<file path="config.mk">
export PLATFORM = sky130hd
export DESIGN_NAME = reorder_buffer_flat
export DESIGN_NICKNAME = d
export VERILOG_FILES = /design/src/rtl/reorder_buffer_if.sv /design/src/rtl/reorder_buffer.sv /design/src/flat_wrapper.sv
export SDC_FILE = /design/constraint.sdc
export NUM_CORES = 1
export LEC_CHECK = 0
export CELL_PAD_IN_SITES_DETAIL_PLACEMENT = 1
export CELL_PAD_IN_SITES_GLOBAL_PLACEMENT = 1
export CORE_MARGIN = 2
export CORE_UTILIZATION = 45
export DETAILED_ROUTE_END_ITERATION = 10
export PLACE_DENSITY_LB_ADDON = 0.1
export SLEW_MARGIN = 20
export SYNTH_ARGS = -nofsm -noshare
export SYNTH_HDL_FRONTEND = slang
export SYNTH_SLANG_ARGS = --single-unit
</file>
<file path="constraint.sdc">
create_clock -name clk -period 4.9 [get_ports clk]
set_clock_uncertainty 0.05 [all_clocks]
set_input_delay 0.49 -clock clk [delete_from_list [all_inputs] [get_ports clk]]
set_output_delay 0.49 -clock clk [all_outputs]
set_load 0.05 [all_outputs]
</file>
<file path="src/rtl/reorder_buffer_if.sv">
// Handshake bundle between rename/writeback and the reorder buffer.
// Optional ROB_DEBUG_PC_EN adds per-instruction PC tracing signals.
interface reorder_buffer_if #(
  parameter int IDX_W = 4
);
  logic             alloc1_valid, alloc2_valid;
  logic             alloc1_rf_we, alloc2_rf_we;
  logic [5:0]       alloc1_dest, alloc2_dest;
  logic [5:0]       alloc1_phy_dest, alloc2_phy_dest;
  logic [5:0]       alloc1_old_dest, alloc2_old_dest;
  logic             alloc_ready;
  logic [IDX_W-1:0] alloc1_idx, alloc2_idx;

  logic             wb1_valid, wb2_valid;
  logic [IDX_W-1:0] wb1_idx, wb2_idx;
  logic             wb1_exc, wb2_exc;

  logic             retire_inst1_valid, retire_inst2_valid;
  logic             retire_inst1_rf_we, retire_inst2_rf_we;
  logic [5:0]       retire_inst1_dest, retire_inst2_dest;
  logic [5:0]       retire_inst1_old_dest, retire_inst2_old_dest;
  logic [5:0]       retire_inst1_phy_dest, retire_inst2_phy_dest;
  logic             flush;
  logic             rob_empty;
`ifdef ROB_DEBUG_PC_EN
  logic [31:0]      alloc1_pc, alloc2_pc;
  logic [31:0]      retire_inst1_pc, retire_inst2_pc;
  logic [31:0]      flush_pc;
`endif

  modport master (
    output alloc1_valid, alloc2_valid, alloc1_rf_we, alloc2_rf_we,
           alloc1_dest, alloc2_dest, alloc1_phy_dest, alloc2_phy_dest,
           alloc1_old_dest, alloc2_old_dest,
           wb1_valid, wb2_valid, wb1_idx, wb2_idx, wb1_exc, wb2_exc,
    input  alloc_ready, alloc1_idx, alloc2_idx,
           retire_inst1_valid, retire_inst2_valid, retire_inst1_rf_we, retire_inst2_rf_we,
           retire_inst1_dest, retire_inst2_dest, retire_inst1_old_dest, retire_inst2_old_dest,
           retire_inst1_phy_dest, retire_inst2_phy_dest, flush, rob_empty
`ifdef ROB_DEBUG_PC_EN
    , output alloc1_pc, alloc2_pc
    , input  retire_inst1_pc, retire_inst2_pc, flush_pc
`endif
  );

  modport slave (
    input  alloc1_valid, alloc2_valid, alloc1_rf_we, alloc2_rf_we,
           alloc1_dest, alloc2_dest, alloc1_phy_dest, alloc2_phy_dest,
           alloc1_old_dest, alloc2_old_dest,
           wb1_valid, wb2_valid, wb1_idx, wb2_idx, wb1_exc, wb2_exc,
    output alloc_ready, alloc1_idx, alloc2_idx,
           retire_inst1_valid, retire_inst2_valid, retire_inst1_rf_we, retire_inst2_rf_we,
           retire_inst1_dest, retire_inst2_dest, retire_inst1_old_dest, retire_inst2_old_dest,
           retire_inst1_phy_dest, retire_inst2_phy_dest, flush, rob_empty
`ifdef ROB_DEBUG_PC_EN
    , input  alloc1_pc, alloc2_pc
    , output retire_inst1_pc, retire_inst2_pc, flush_pc
`endif
  );
endinterface

</file>
<file path="src/rtl/reorder_buffer.sv">
// Two-wide in-order retirement buffer feeding the RAT commit/free-list port.
// Define ROB_DEBUG_PC_EN to carry a PC per entry through to retirement and flush.
module reorder_buffer #(
  parameter int DEPTH = 16,
  parameter int IDX_W = $clog2(DEPTH)
) (
  input logic              clk,
  input logic              resetn,
  reorder_buffer_if.slave  rob
);

  typedef logic [IDX_W-1:0] idx_t;
  typedef logic [IDX_W:0]   ptr_t;   // top bit is the wrap flag

  typedef struct packed {
    logic        rf_we;
    logic [5:0]  dest;
    logic [5:0]  phy_dest;
    logic [5:0]  old_dest;
`ifdef ROB_DEBUG_PC_EN
    logic [31:0] pc;
`endif
  } entry_t;

  entry_t           mem [DEPTH];
  logic [DEPTH-1:0] valid, complete, exc;
  ptr_t             head, tail;
  entry_t           ret1, ret2;
  logic             ret1_valid, ret2_valid;
  logic             flush_q;
`ifdef ROB_DEBUG_PC_EN
  logic [31:0]      flush_pc_q;
`endif

  ptr_t   used, free_cnt;
  idx_t   h0, h1, t0, t1;
  logic   r1, r2, x;
  logic   alloc_ready, do_alloc, do_alloc2;
  logic   wb1_ok, wb2_ok;
  entry_t slot1, slot2;

  assign used        = tail - head;
  assign free_cnt    = ptr_t'(DEPTH) - used;
  assign alloc_ready = (free_cnt >= ptr_t'(2)) && !flush_q;

  assign h0 = head[IDX_W-1:0];
  assign h1 = h0 + idx_t'(1);
  assign t0 = tail[IDX_W-1:0];
  assign t1 = t0 + idx_t'(1);

  // Retirement is decided purely from registered state.
  assign r1 = valid[h0] & complete[h0] & ~exc[h0];
  assign r2 = r1 & valid[h1] & complete[h1] & ~exc[h1];
  assign x  = valid[h0] & complete[h0] & exc[h0];

  assign do_alloc  = alloc_ready & rob.alloc1_valid & ~x;
  assign do_alloc2 = do_alloc & rob.alloc2_valid;
  assign wb1_ok    = ~flush_q & ~x & rob.wb1_valid & valid[rob.wb1_idx];
  assign wb2_ok    = ~flush_q & ~x & rob.wb2_valid & valid[rob.wb2_idx];

  // NOTE: every field gets a default before the selective assignments, so no latch is inferred.
  always_comb begin
    slot1          = '0;
    slot1.rf_we    = rob.alloc1_rf_we;
    slot1.dest     = rob.alloc1_dest;
    slot1.phy_dest = rob.alloc1_phy_dest;
    slot1.old_dest = rob.alloc1_old_dest;
    slot2          = '0;
    slot2.rf_we    = rob.alloc2_rf_we;
    slot2.dest     = rob.alloc2_dest;
    slot2.phy_dest = rob.alloc2_phy_dest;
    slot2.old_dest = rob.alloc2_old_dest;
`ifdef ROB_DEBUG_PC_EN
    slot1.pc       = rob.alloc1_pc;
    slot2.pc       = rob.alloc2_pc;
`endif
  end

  // NOTE: non-blocking assignments throughout so every flop samples pre-edge values.
  always_ff @(posedge clk or negedge resetn) begin
    if (!resetn) begin
      head       <= '0;
      tail       <= '0;
      valid      <= '0;
      complete   <= '0;
      exc        <= '0;
      ret1       <= '0;
      ret2       <= '0;
      ret1_valid <= 1'b0;
      ret2_valid <= 1'b0;
      flush_q    <= 1'b0;
`ifdef ROB_DEBUG_PC_EN
      flush_pc_q <= '0;
`endif
    end else begin
      flush_q    <= x;
      ret1_valid <= r1;
      ret2_valid <= r2;
      ret1       <= r1 ? mem[h0] : '0;
      ret2       <= r2 ? mem[h1] : '0;
`ifdef ROB_DEBUG_PC_EN
      flush_pc_q <= x ? mem[h0].pc : '0;
`endif
      if (x) begin
        // Excepting head: discard everything, including this cycle's alloc/wb.
        valid    <= '0;
        complete <= '0;
        exc      <= '0;
        head     <= '0;
        tail     <= '0;
      end else begin
        if (wb1_ok) begin
          complete[rob.wb1_idx] <= 1'b1;
          if (rob.wb1_exc) exc[rob.wb1_idx] <= 1'b1;
        end
        if (wb2_ok) begin
          complete[rob.wb2_idx] <= 1'b1;
          if (rob.wb2_exc) exc[rob.wb2_idx] <= 1'b1;
        end
        if (r1) valid[h0] <= 1'b0;
        if (r2) valid[h1] <= 1'b0;
        head <= head + ptr_t'(r1) + ptr_t'(r2);
        if (do_alloc) begin
          valid[t0]    <= 1'b1;
          complete[t0] <= 1'b0;
          exc[t0]      <= 1'b0;
          if (do_alloc2) begin
            valid[t1]    <= 1'b1;
            complete[t1] <= 1'b0;
            exc[t1]      <= 1'b0;
          end
          tail <= tail + (do_alloc2 ? ptr_t'(2) : ptr_t'(1));
        end
      end
    end
  end

  // NOTE: payload storage has no reset; it is only observed through the reset valid bits.
  always_ff @(posedge clk) begin
    if (do_alloc)  mem[t0] <= slot1;
    if (do_alloc2) mem[t1] <= slot2;
  end

  assign rob.alloc_ready           = alloc_ready;
  assign rob.alloc1_idx            = t0;
  assign rob.alloc2_idx            = t1;
  assign rob.retire_inst1_valid    = ret1_valid;
  assign rob.retire_inst1_rf_we    = ret1.rf_we;
  assign rob.retire_inst1_dest     = ret1.dest;
  assign rob.retire_inst1_phy_dest = ret1.phy_dest;
  assign rob.retire_inst1_old_dest = ret1.old_dest;
  assign rob.retire_inst2_valid    = ret2_valid;
  assign rob.retire_inst2_rf_we    = ret2.rf_we;
  assign rob.retire_inst2_dest     = ret2.dest;
  assign rob.retire_inst2_phy_dest = ret2.phy_dest;
  assign rob.retire_inst2_old_dest = ret2.old_dest;
  assign rob.flush                 = flush_q;
  assign rob.rob_empty             = (head == tail);
`ifdef ROB_DEBUG_PC_EN
  assign rob.retire_inst1_pc       = ret1.pc;
  assign rob.retire_inst2_pc       = ret2.pc;
  assign rob.flush_pc              = flush_pc_q;
`endif

endmodule

</file>
<file path="src/flat_wrapper.sv">
// flat-port wrapper written by rule: the top's interface ports become plain ports
module reorder_buffer_flat 
#(
  parameter int DEPTH = 16,
  parameter int IDX_W = $clog2(DEPTH)
)
  (clk, resetn, rob_alloc1_valid, rob_alloc2_valid, rob_alloc1_rf_we, rob_alloc2_rf_we, rob_alloc1_dest, rob_alloc2_dest, rob_alloc1_phy_dest, rob_alloc2_phy_dest, rob_alloc1_old_dest, rob_alloc2_old_dest, rob_wb1_valid, rob_wb2_valid, rob_wb1_idx, rob_wb2_idx, rob_wb1_exc, rob_wb2_exc, rob_alloc_ready, rob_alloc1_idx, rob_alloc2_idx, rob_retire_inst1_valid, rob_retire_inst2_valid, rob_retire_inst1_rf_we, rob_retire_inst2_rf_we, rob_retire_inst1_dest, rob_retire_inst2_dest, rob_retire_inst1_old_dest, rob_retire_inst2_old_dest, rob_retire_inst1_phy_dest, rob_retire_inst2_phy_dest, rob_flush, rob_rob_empty);
  reorder_buffer_if #(.IDX_W(IDX_W)) rob_i ();
  input logic clk;
  input logic resetn;
  input wire logic [$bits(rob_i.alloc1_valid)-1:0] rob_alloc1_valid;
  input wire logic [$bits(rob_i.alloc2_valid)-1:0] rob_alloc2_valid;
  input wire logic [$bits(rob_i.alloc1_rf_we)-1:0] rob_alloc1_rf_we;
  input wire logic [$bits(rob_i.alloc2_rf_we)-1:0] rob_alloc2_rf_we;
  input wire logic [$bits(rob_i.alloc1_dest)-1:0] rob_alloc1_dest;
  input wire logic [$bits(rob_i.alloc2_dest)-1:0] rob_alloc2_dest;
  input wire logic [$bits(rob_i.alloc1_phy_dest)-1:0] rob_alloc1_phy_dest;
  input wire logic [$bits(rob_i.alloc2_phy_dest)-1:0] rob_alloc2_phy_dest;
  input wire logic [$bits(rob_i.alloc1_old_dest)-1:0] rob_alloc1_old_dest;
  input wire logic [$bits(rob_i.alloc2_old_dest)-1:0] rob_alloc2_old_dest;
  input wire logic [$bits(rob_i.wb1_valid)-1:0] rob_wb1_valid;
  input wire logic [$bits(rob_i.wb2_valid)-1:0] rob_wb2_valid;
  input wire logic [$bits(rob_i.wb1_idx)-1:0] rob_wb1_idx;
  input wire logic [$bits(rob_i.wb2_idx)-1:0] rob_wb2_idx;
  input wire logic [$bits(rob_i.wb1_exc)-1:0] rob_wb1_exc;
  input wire logic [$bits(rob_i.wb2_exc)-1:0] rob_wb2_exc;
  output wire logic [$bits(rob_i.alloc_ready)-1:0] rob_alloc_ready;
  output wire logic [$bits(rob_i.alloc1_idx)-1:0] rob_alloc1_idx;
  output wire logic [$bits(rob_i.alloc2_idx)-1:0] rob_alloc2_idx;
  output wire logic [$bits(rob_i.retire_inst1_valid)-1:0] rob_retire_inst1_valid;
  output wire logic [$bits(rob_i.retire_inst2_valid)-1:0] rob_retire_inst2_valid;
  output wire logic [$bits(rob_i.retire_inst1_rf_we)-1:0] rob_retire_inst1_rf_we;
  output wire logic [$bits(rob_i.retire_inst2_rf_we)-1:0] rob_retire_inst2_rf_we;
  output wire logic [$bits(rob_i.retire_inst1_dest)-1:0] rob_retire_inst1_dest;
  output wire logic [$bits(rob_i.retire_inst2_dest)-1:0] rob_retire_inst2_dest;
  output wire logic [$bits(rob_i.retire_inst1_old_dest)-1:0] rob_retire_inst1_old_dest;
  output wire logic [$bits(rob_i.retire_inst2_old_dest)-1:0] rob_retire_inst2_old_dest;
  output wire logic [$bits(rob_i.retire_inst1_phy_dest)-1:0] rob_retire_inst1_phy_dest;
  output wire logic [$bits(rob_i.retire_inst2_phy_dest)-1:0] rob_retire_inst2_phy_dest;
  output wire logic [$bits(rob_i.flush)-1:0] rob_flush;
  output wire logic [$bits(rob_i.rob_empty)-1:0] rob_rob_empty;
  assign rob_i.alloc1_valid = rob_alloc1_valid;
  assign rob_i.alloc2_valid = rob_alloc2_valid;
  assign rob_i.alloc1_rf_we = rob_alloc1_rf_we;
  assign rob_i.alloc2_rf_we = rob_alloc2_rf_we;
  assign rob_i.alloc1_dest = rob_alloc1_dest;
  assign rob_i.alloc2_dest = rob_alloc2_dest;
  assign rob_i.alloc1_phy_dest = rob_alloc1_phy_dest;
  assign rob_i.alloc2_phy_dest = rob_alloc2_phy_dest;
  assign rob_i.alloc1_old_dest = rob_alloc1_old_dest;
  assign rob_i.alloc2_old_dest = rob_alloc2_old_dest;
  assign rob_i.wb1_valid = rob_wb1_valid;
  assign rob_i.wb2_valid = rob_wb2_valid;
  assign rob_i.wb1_idx = rob_wb1_idx;
  assign rob_i.wb2_idx = rob_wb2_idx;
  assign rob_i.wb1_exc = rob_wb1_exc;
  assign rob_i.wb2_exc = rob_wb2_exc;
  assign rob_alloc_ready = rob_i.alloc_ready;
  assign rob_alloc1_idx = rob_i.alloc1_idx;
  assign rob_alloc2_idx = rob_i.alloc2_idx;
  assign rob_retire_inst1_valid = rob_i.retire_inst1_valid;
  assign rob_retire_inst2_valid = rob_i.retire_inst2_valid;
  assign rob_retire_inst1_rf_we = rob_i.retire_inst1_rf_we;
  assign rob_retire_inst2_rf_we = rob_i.retire_inst2_rf_we;
  assign rob_retire_inst1_dest = rob_i.retire_inst1_dest;
  assign rob_retire_inst2_dest = rob_i.retire_inst2_dest;
  assign rob_retire_inst1_old_dest = rob_i.retire_inst1_old_dest;
  assign rob_retire_inst2_old_dest = rob_i.retire_inst2_old_dest;
  assign rob_retire_inst1_phy_dest = rob_i.retire_inst1_phy_dest;
  assign rob_retire_inst2_phy_dest = rob_i.retire_inst2_phy_dest;
  assign rob_flush = rob_i.flush;
  assign rob_rob_empty = rob_i.rob_empty;
  reorder_buffer #(.DEPTH(DEPTH), .IDX_W(IDX_W)) u_core (.clk(clk), .resetn(resetn), .rob(rob_i));
endmodule
</file>
==> summary.txt, run 1 <==
Run status
  – Status: complete, no violations

Route
  – ANT nets after route: 0
  – Vias: 15500
  – Routed wire length: about 78 mm
  – First-pass DRT Iterations: 5
  – Via-to-Cell Ratio: 6.57
  – DRC: 0
  – Routed wire per std cell: about 33 um
  – Initial DRC count: between 1000 and 1500

Placed design
  – DP HPWL: around 50 mm
  – PortBufs: 104
  – Placed instance area: between 20000 and 30000 um^2
  – GPL Wtd Cong: 0.933
  – Worst slack, placed: 686 ps

Floorplanning
  – Die ar.: 54000 um^2
  – Row count: 83
  – Core area: 51400 um^2
  – Die Span Y: 232 um
  – Die X-Extent: around 230 um
  – Number of placed I/O pins: 105
  – Starting density of the core: 45.7%

Clock tree
  – Cts bufs inserted: 47
  – Clock-pin slew on the worst setup and hold paths: 60 ps
  – CTS root buf: clkbuf_16
  – Resized cells post-CTS: 0
  – Number of hold buffers added after CTS: 0
  – Num Clock Sinks: 403
  – Post-CTS setup buffers: 0
  – H-Tree Level Count: 2
  – CTS max path bufs: 3
  – CTS tree: built
  – Clock latency on the worst-skew pair: 600 ps

Logic synthesis
  – Dominant cell type by area after synthesis: edfxtp_1
  – Ys async rst share: 24.6%
  – Post-synth net total: around 1600
  – Distinct cells, synth: 71
  – Post-synth top cells: edfxtp_1, mux2_2, mux4_2
  – Mapped Cells: 1552
  – Area contributors post-synth: edfxtp_1, mux4_2, mux2_2
  – Synth Flop Type: edfxtp_1
  – Synth Warn #: 0
  – #FFs+latches synth: 403
  – Sequential area share after synthesis: 49.4%
  – Share of the synthesized area in the top cell type: 38.9%
  – Synthesized area per cell: 15.1 um^2
  – EDFF count, synth: 304
  – Top-count cell post-synth: edfxtp_1
  – Synthesized cell area: 23500 um^2

Worst setup path
  – CP max stage cell: nor4_4
  – Startpoint types: flop
  – CP peak stage delay: about 960 ps
  – CP Capture Type: flop
  – Arrival time at the worst endpoint: 4510 ps
  – CP Buf/Inv Count: 3
  – Critical-path cell list: buf_4, mux4_2, mux2i_1, o21bai_1, nor2_2, nor2_4, inv_4, nor4_4, buf_4, mux2_1
  – Family with the most delay on the worst path: simple AND/OR/NAND/NOR gates
  – CP dominant cell by count: buf_4
  – Critical path type: flop to flop
  – CP Max Fanout: 32
  – Required time of the critical path: 5180 ps

Global routing
  – Vias in the first global route: about 16000
  – Largest net degree at the start of global routing: 67
  – GRT Overall Usage: 29.4%
  – Initial antenna violation count: 1
  – First-pass GRT wire length: 114 mm
  – Grt total ovfl: 0

Finish
  – Final Cell Area: 27100 um^2
  – Area Overhead vs Synth: 15.4%
  – Final #Nets: 1710
  – Share of cells above drive strength 1: between 30% and 40%

Power
  – Pleak: 0.00931 uW
  – Pwr per Cell Area: 647 nW/um^2
  – Final Power: 17500 uW
  – Maximum VDD drop: 0.330 mV

STA
  – Max-slew headroom: 23.5%
  – Shortest period the worst path allows: 4230 ps
  – Slew @ Worst Pin: about 1100 ps
  – Period utilisation layout: between 80% and 90%
  – Final setup violation count: 0
  – RSZ-0062 raised after global routing: no
  – Sum of negative setup slack: 0 ps
  – Worst hold slack: 5.12 ps
  – Max-slew violations: 0
  – Setup ws final: between 600 and 700 ps
  – Max frequency: 237 MHz
  – Fin. Hold Viols: 0

Min path
  – Type of the most critical hold path: input port to asynchronous set/reset pin

Flow run
  – Max_cap viols: 0
per-layer routing:
metal | routed length, um | GRT usage [%] | vias up
met5 | 0 | 0 | -
met4 | 3350 | 12.1 | 0
met3 | 5470 | 6.54 | 172
met2 | 37300 | 47.6 | 617
met1 | 31500 | 38.5 | 8262
li1 | - | - | 6406
power breakdown:
| group | switching [uW] | internal [uW] | leakage, uW |
|---|---|---|---|
| registers | 523 | 4540 | 0.00404 |
| logic | 5020 | 3830 | 0.00450 |
| clock network | 1520 | 2110 | 0.000763 |
per-stage QoR:
stage	util, %	instances
2_1_floorplan	-	1552
3_3_place_gp	49.5	2260
3_5_place_dp	49.7	2265
4_1_cts	52.7	2352
5_1_grt	52.7	2353
6_report	52.7	2353
final cells by class:
| cell class | count | area (um^2) |
|---|---|---|
| antenna | 1 | 2.50 |
| clock buffer | 66 | 1360 |
| clock inverter | 21 | 220 |
| fill | 4832 | 24300 |
| inverter | 22 | 85.1 |
| multi-input combinational | 978 | 11300 |
| sequential | 403 | 11600 |
| tap | 680 | 851 |
| timing repair buffer | 182 | 1700 |
worst reg2reg max path, delay by kind of cell (launching register included):
family / cells / cell delay, ps
and+or+nand+nor: 3 / 1270
buffers and inverters: 3 / 880
DFF: 1 / 400
muxes: 3 / 1170
AOI/OAI and AO/OA: 1 / 220
sequential cells by signal, summed over array words and instances, names as in the netlist, 6 cells and up:
name                              flops
u_core.rob.retire_inst1_dest          6
u_core.exc                           16
u_core.rob.retire_inst2_dest          6
u_core.rob.retire_inst1_old_dest      6
u_core.mem                          304
u_core.complete                      16
u_core.valid                         16
u_core.rob.retire_inst2_old_dest      6
u_core.rob.retire_inst1_phy_dest      6
u_core.rob.retire_inst2_phy_dest      6
final timing paths:
check	from	endpoint	slack [ps]	cells after the start
min in group clk	u_core.exc[7]$_DFF_PN0_	u_core.exc[7]$_DFF_PN0_	510	2
hold / removal	resetn	u_core.exc[1]$_DFF_PN0_	5	1
max in group asynchronous	resetn	u_core.rob.retire_inst2_phy_dest[5]$_DFF_PN0_	3660	2
setup / recovery	u_core.head[0]$_DFF_PN0_	u_core.mem[3][14]$_DFFE_PP_	670	10
setup reg to reg	u_core.head[0]$_DFF_PN0_	u_core.mem[3][14]$_DFFE_PP_	670	10
hold reg to reg	u_core.exc[7]$_DFF_PN0_	u_core.exc[7]$_DFF_PN0_	510	2
cell families after synthesis:
kind of cell / after synthesis / share of synthesized area (%)
adder cells (fa/ha/maj): 23 / 1.28
XOR/XNOR: 15 / 0.618
buffers and inverters: 171 / 3.23
flip-flops: 403 / 49.4
multiplexers: 514 / 34.6
AND/OR/NAND/NOR: 278 / 6.78
AO/OA/AOI/OAI: 148 / 4.12
placed cells by master (no fill, tap or decap), types with 48 or more instances in the layout:
cell and instances:
clkbuf_16 48, mux2_2 245, mux2_1 60, dfrtp_1 96
buf_4 71, nand2_1 62, clkdlybuf4s50_1 103, edfxtp_1 304
mux4_2 207, a21oi_1 48
No activity file was read; power rests on OpenSTA's default activity.
==> inputs of run 2 (changes only) <==
--- a/config.mk
+++ b/config.mk
@@ -5,8 +5,6 @@
 export SDC_FILE = /design/constraint.sdc
 export NUM_CORES = 1
 export LEC_CHECK = 0
-export CELL_PAD_IN_SITES_DETAIL_PLACEMENT = 1
-export CELL_PAD_IN_SITES_GLOBAL_PLACEMENT = 1
 export CORE_MARGIN = 2
 export CORE_UTILIZATION = 45
 export DETAILED_ROUTE_END_ITERATION = 10
==> summary.txt, run 2 (synthesis gave the netlist of run 1 again) <==
Route
  – DRC: 0
  – First-pass DRT Iterations: 7
  – Routed wire length: 75.6 mm
  – Vias: 15400
  – Via-to-Cell Ratio: 6.59
  – Initial DRC count: between 1500 and 2000
  – Routed wire per std cell: 32.3 um
  – ANT nets after route: 0

Worst setup path
  – CP Buf/Inv Count: 4
  – Required time of the critical path: 5340 ps
  – Startpoint types: flop
  – CP Max Fanout: 37
  – CP Capture Type: flop
  – Critical path depth: 11
  – CP dominant cell by count: buf_4
  – Arrival time at the worst endpoint: 4880 ps
  – CP max stage cell: buf_4
  – Worst R2R Path Depth: 11
  – Critical-path cell list: buf_4, buf_4, nand3_1, xnor2_1, nand4_1, o211ai_1, o21ai_0, inv_1, buf_4, nand4_1, a41o_1
  – R2r setup slk: 460 ps
  – Worst r2r src: u_core.head[0]$_DFF_PN0_
  – Family with the most delay on the worst path: buffers and inverters
  – CP peak stage delay: 590 ps
  – Critical path type: flop to flop
  – CP startpoint: u_core.head[0]$_DFF_PN0_

Placed design
  – Worst slack, placed: 569 ps
  – PortBufs: 104
  – DP HPWL: 46.8 mm
  – Inst Count DP: 2252
  – GPL Wtd Cong: about 0.95

Clock tree
  – H-Tree Level Count: 2
  – CTS max path bufs: 3
  – CTS root buf: clkbuf_16
  – Num Clock Sinks: 403
  – CTS tree: built
  – Post-CTS setup buffers: 0
  – Clock latency on the worst-skew pair: 590 ps
  – Cts bufs inserted: 47
  – Clock-pin slew on the worst setup and hold paths: about 60 ps

Floorplanning
  – Die Span Y: 232 um
  – Number of placed I/O pins: roughly 110
  – Core area: 51400 um^2
  – Row count: 83
  – Starting density of the core: 45.7%
  – Die ar.: 54000 um^2
  – Die X-Extent: 232 um

STA
  – Shortest period the worst path allows: 4440 ps
  – Period utilisation layout: 90.6%
  – Setup ws final: about 460 ps
  – Slew @ Worst Pin: 1070 ps
  – Sum of negative setup slack: 0 ps
  – Final setup violation count: 0
  – RSZ-0062 raised after global routing: no
  – Fin. Hold Viols: 0
  – Max-slew violations: 0
  – Max frequency: roughly 230 MHz
  – Max-slew headroom: roughly 28%

Run status
  – Status: complete, no violations

Power
  – Pwr per Cell Area: 640 nW/um^2
  – Maximum VDD drop: 0.378 mV
  – Pleak: ~0.009 uW
  – Final Power: 17200 uW

Finish
  – Largest Register: u_core.mem
  – Sequential Area: 11600 um^2
  – Non-Filler Instances: 2342
  – Final #Nets: 1699
  – Area of the multi-input gates: between 10000 and 15000 um^2
  – Max reg flops: 304
  – Area Overhead vs Synth: 14.4%
  – Fillers: 4394
  – Commonest non-fill, non-tap cell in the layout: edfxtp_1
  – Commonest non-fill, non-tap cells in the layout: edfxtp_1, mux2_2, mux4_2
  – Share of cells above drive strength 1: 37.6%

Min path
  – Type of the most critical hold path: input port to asynchronous set/reset pin

Flow run
  – Max_cap viols: 0

Global routing
  – Largest net degree at the start of global routing: 67
  – Grt total ovfl: 0
  – Initial antenna violation count: 5
  – GRT Overall Usage: 28.4%
  – First-pass GRT wire length: 110 mm
  – Vias in the first global route: 15600
## run 2: cell types whose count changed in the layout (fill, tap and decap cells not counted), sizes merged
cell / change
clkinv: -5
bufinv: -3
clkbuf: +12
buf: -12
clkinvlp: -5
diode: +1
dlygate4sd3: +1
## run 2: metal layers
| metal | GRT usage, % | share of wire (%) |
|---|---|---|
| met5 | 0 | 0.036 |
| met4 | 9.39 | 3.3 |
| met3 | 4.79 | 6.9 |
| met2 | 46.1 | 48 |
| met1 | 38.9 | 41 |
## run 2: report_power, final
group | total, uW | internal (uW) | switching (uW)
clock network | 3380 | 1930 | 1450
logic | 8750 | 3770 | 4990
registers | 5060 | 4540 | 519
## run 2: worst register-to-register path: cells and delay by family, from the launching register on
kind	cells	cell delay, ps
AOI/OAI and AO/OA	3	910
xor gates and xnor gates	1	560
buffers and inverters	4	1560
DFF	1	400
and+or+nand+nor	3	850
## run 2: path summary, 6_finish.rpt
kind                                                                 end
setup / recovery                               u_core.valid[7]$_DFF_PN0_
hold / removal                                   u_core.exc[1]$_DFF_PN0_
setup reg to reg                               u_core.valid[7]$_DFF_PN0_
hold reg to reg                            u_core.complete[12]$_DFF_PN0_
max in group asynchronous  u_core.rob.retire_inst1_old_dest[4]$_DFF_PN0_
min in group clk                           u_core.complete[12]$_DFF_PN0_
## run 2: final cells by class
type / count / share of cell area, %
flip-flops and latches: 403 / 43.2
multi-input cells: 978 / 42.0
repair buffers: 171 / 5.88
clock buffers: 78 / 5.18
well taps: 680 / 3.17
inverters: 22 / 0.317
clock inverters: 8 / 0.210
diodes: 2 / 0.0186
## run 2: repair_timing
| action | 4_1_cts | 5_1_grt |
|---|---|---|
| resized for setup | 0 | 0 |
| hold endpoints to repair | 42 | 0 |
| hold buffers | 1 | 0 |
## run 2: stage by stage
stage	utilization [%]	area, um^2	hold WS [ps]
floorplan	-	23500	144
global placement	49.3	25400	483
detailed placement	49.3	25400	489
CTS	52.2	26800	412
global route	52.2	26900	446
finish	52.3	26900	398
==> RTL change: new RTL, flow settings as in run 1 <==
`DEPTH` is set to 16 in 2 places; all go to 32.
--- a/src/rtl/reorder_buffer.sv
+++ b/src/rtl/reorder_buffer.sv
@@ -3,3 +3,3 @@
 module reorder_buffer #(
-  parameter int DEPTH = 16,
+  parameter int DEPTH = 32,
   parameter int IDX_W = $clog2(DEPTH)
--- a/src/flat_wrapper.sv
+++ b/src/flat_wrapper.sv
@@ -3,3 +3,3 @@
 #(
-  parameter int DEPTH = 16,
+  parameter int DEPTH = 32,
   parameter int IDX_W = $clog2(DEPTH)
Interface: changed (resized rob_alloc1_idx, rob_alloc2_idx, rob_wb1_idx and rob_wb2_idx); port bits go from 105 to 109. No check against the original RTL was run, so the function may have changed too.
==> RTL change against run 1 <==
Synthesized area is 93% higher. Non-clock buffer count rose by 110. Largest cell class unchanged. Sequential cell count is 354 higher. Clock power increased by 89%. Critical path type unchanged. Die area grew 91%. Wire length up 140%. Cell area increased by 89%. Setup slack got worse by 300 ps. Total power rose by 79%.
==> RTL change: results (changes against run 1) <==
clocking:
  htreeDepth: 3  # +1
  insertion_delay_ps: 700  # +100 ps
  cts_buffers: 88  # +87%
worst_setup_path:
  r2r_cells: 9  # -1
  timing.rr.start: "u_core.head[2]"
  crit_slowest_cell: "and3_2"
  reg2reg_to: "u_core.mem[15][7]"
  cp-startpoint: "u_core.head[2]"
  worst_path_largest_cell_delay_ps: 1050  # +90 ps
  path_max_fanout: 188  # +490%
yosys:
  syn-instance-count: 3228  # +110%
  synth_edf_count: 608  # +100%
  netlist_top_cells_count: "edfxtp_1 (608), mux2_2 (488), mux4_2 (338), clkbuf_1 (234), dfrtp_1 (149)"
  seq_area_frac_synth: 0.4857  # -0.008456
  synth.area.top_cells: "edfxtp_1 (40%), mux4_2 (17%), mux2_2 (12%)"
grt:
  grt_start_max_net_pins: 189  # +180%
  grt_pass1_wl_um: 261500  # +130%
  grt_pass1_vias: 34330  # +110%
  antenna_found_initial: 9  # +8
power_and_ir_drop:
  p_leak_nw: 17.12  # +84%
  vdd_drop_max_mv: 0.5437  # +65%
final_layout:
  final_nets: 3317  # +94%
  drive_gt1_frac: 0.3790  # -0.007922
drt:
  drt-initial-drc-count: 3860  # +180%
  vias: 33206  # +110%
placement:
  dpl.cell_count: 4443  # +96%
  gp_congestion: 0.9662  # +3.6%
run_status:
  status: "completed"
timing:
  slew-limit-headroom: 0.1951  # -0.03980
  whs_ps: 393.2  # +388.1 ps
## RTL change: cell types whose count changed after synthesis, sizes merged, moves of 74 or more
cell | run 1 | this run
nor2 | 34 | 108
mux2 | 305 | 608
edfxtp | 304 | 608
mux4 | 207 | 338
clkbuf | 87 | 235
o22ai | 3 | 120
buf | 62 | 138
## RTL change: final cells by class
cell class	instances	area (um^2)
inverter	29	108.9
clock buffer	132	2540
clock inverter	32	381.6
antenna	3	7.507
tap	1298	1624
fill	9637	48660
timing repair buffer	292	2618
multi-input combinational	2069	21920
sequential	757	21990
## RTL change: metrics by stage
step	utilization	worst slack [ps]	area (um^2)
after global routing	0.5126	304.0	51190
after detailed placement	0.4836	552.0	48290
after floorplan	-	-102.1	45260
after global placement	0.4837	610.0	48310
after CTS	0.5130	520.1	51220
final	0.5127	375.9	51190
## RTL change: per-layer routing
metal  GRT usage  up-vias  wire length (um)
met2      0.5699     1976             86770
met1      0.4675    17758             70370
met3     0.07952      433             17700
li1            -    13035                 -
met5           0        -                28
met4      0.1602        4              9328
## RTL change: cells by family after synthesis
group,synth area share
fa+ha+maj,0.007187
buf+inv,0.03928
xor+xnor,0.004064
mux,0.3263
compound gates,0.06869
flops,0.4857
simple gates,0.06875
## RTL change: power by group through the flow
stage	combinational (mW)	clock, mW	sequential [mW]
global placement	15.5	0	8.62
floorplan	9.82	0	8.73
global route	16.6	7.13	8.64
CTS	15.7	6.91	8.56
detailed placement	15.6	0	8.67
finish	15.9	6.87	8.58
## RTL change: repair_timing
action | 4_1_cts | 5_1_grt
hold buffers | 1 | 0
endpoints found under the hold margin | 70 | 0
setup buffers | 0 | 0
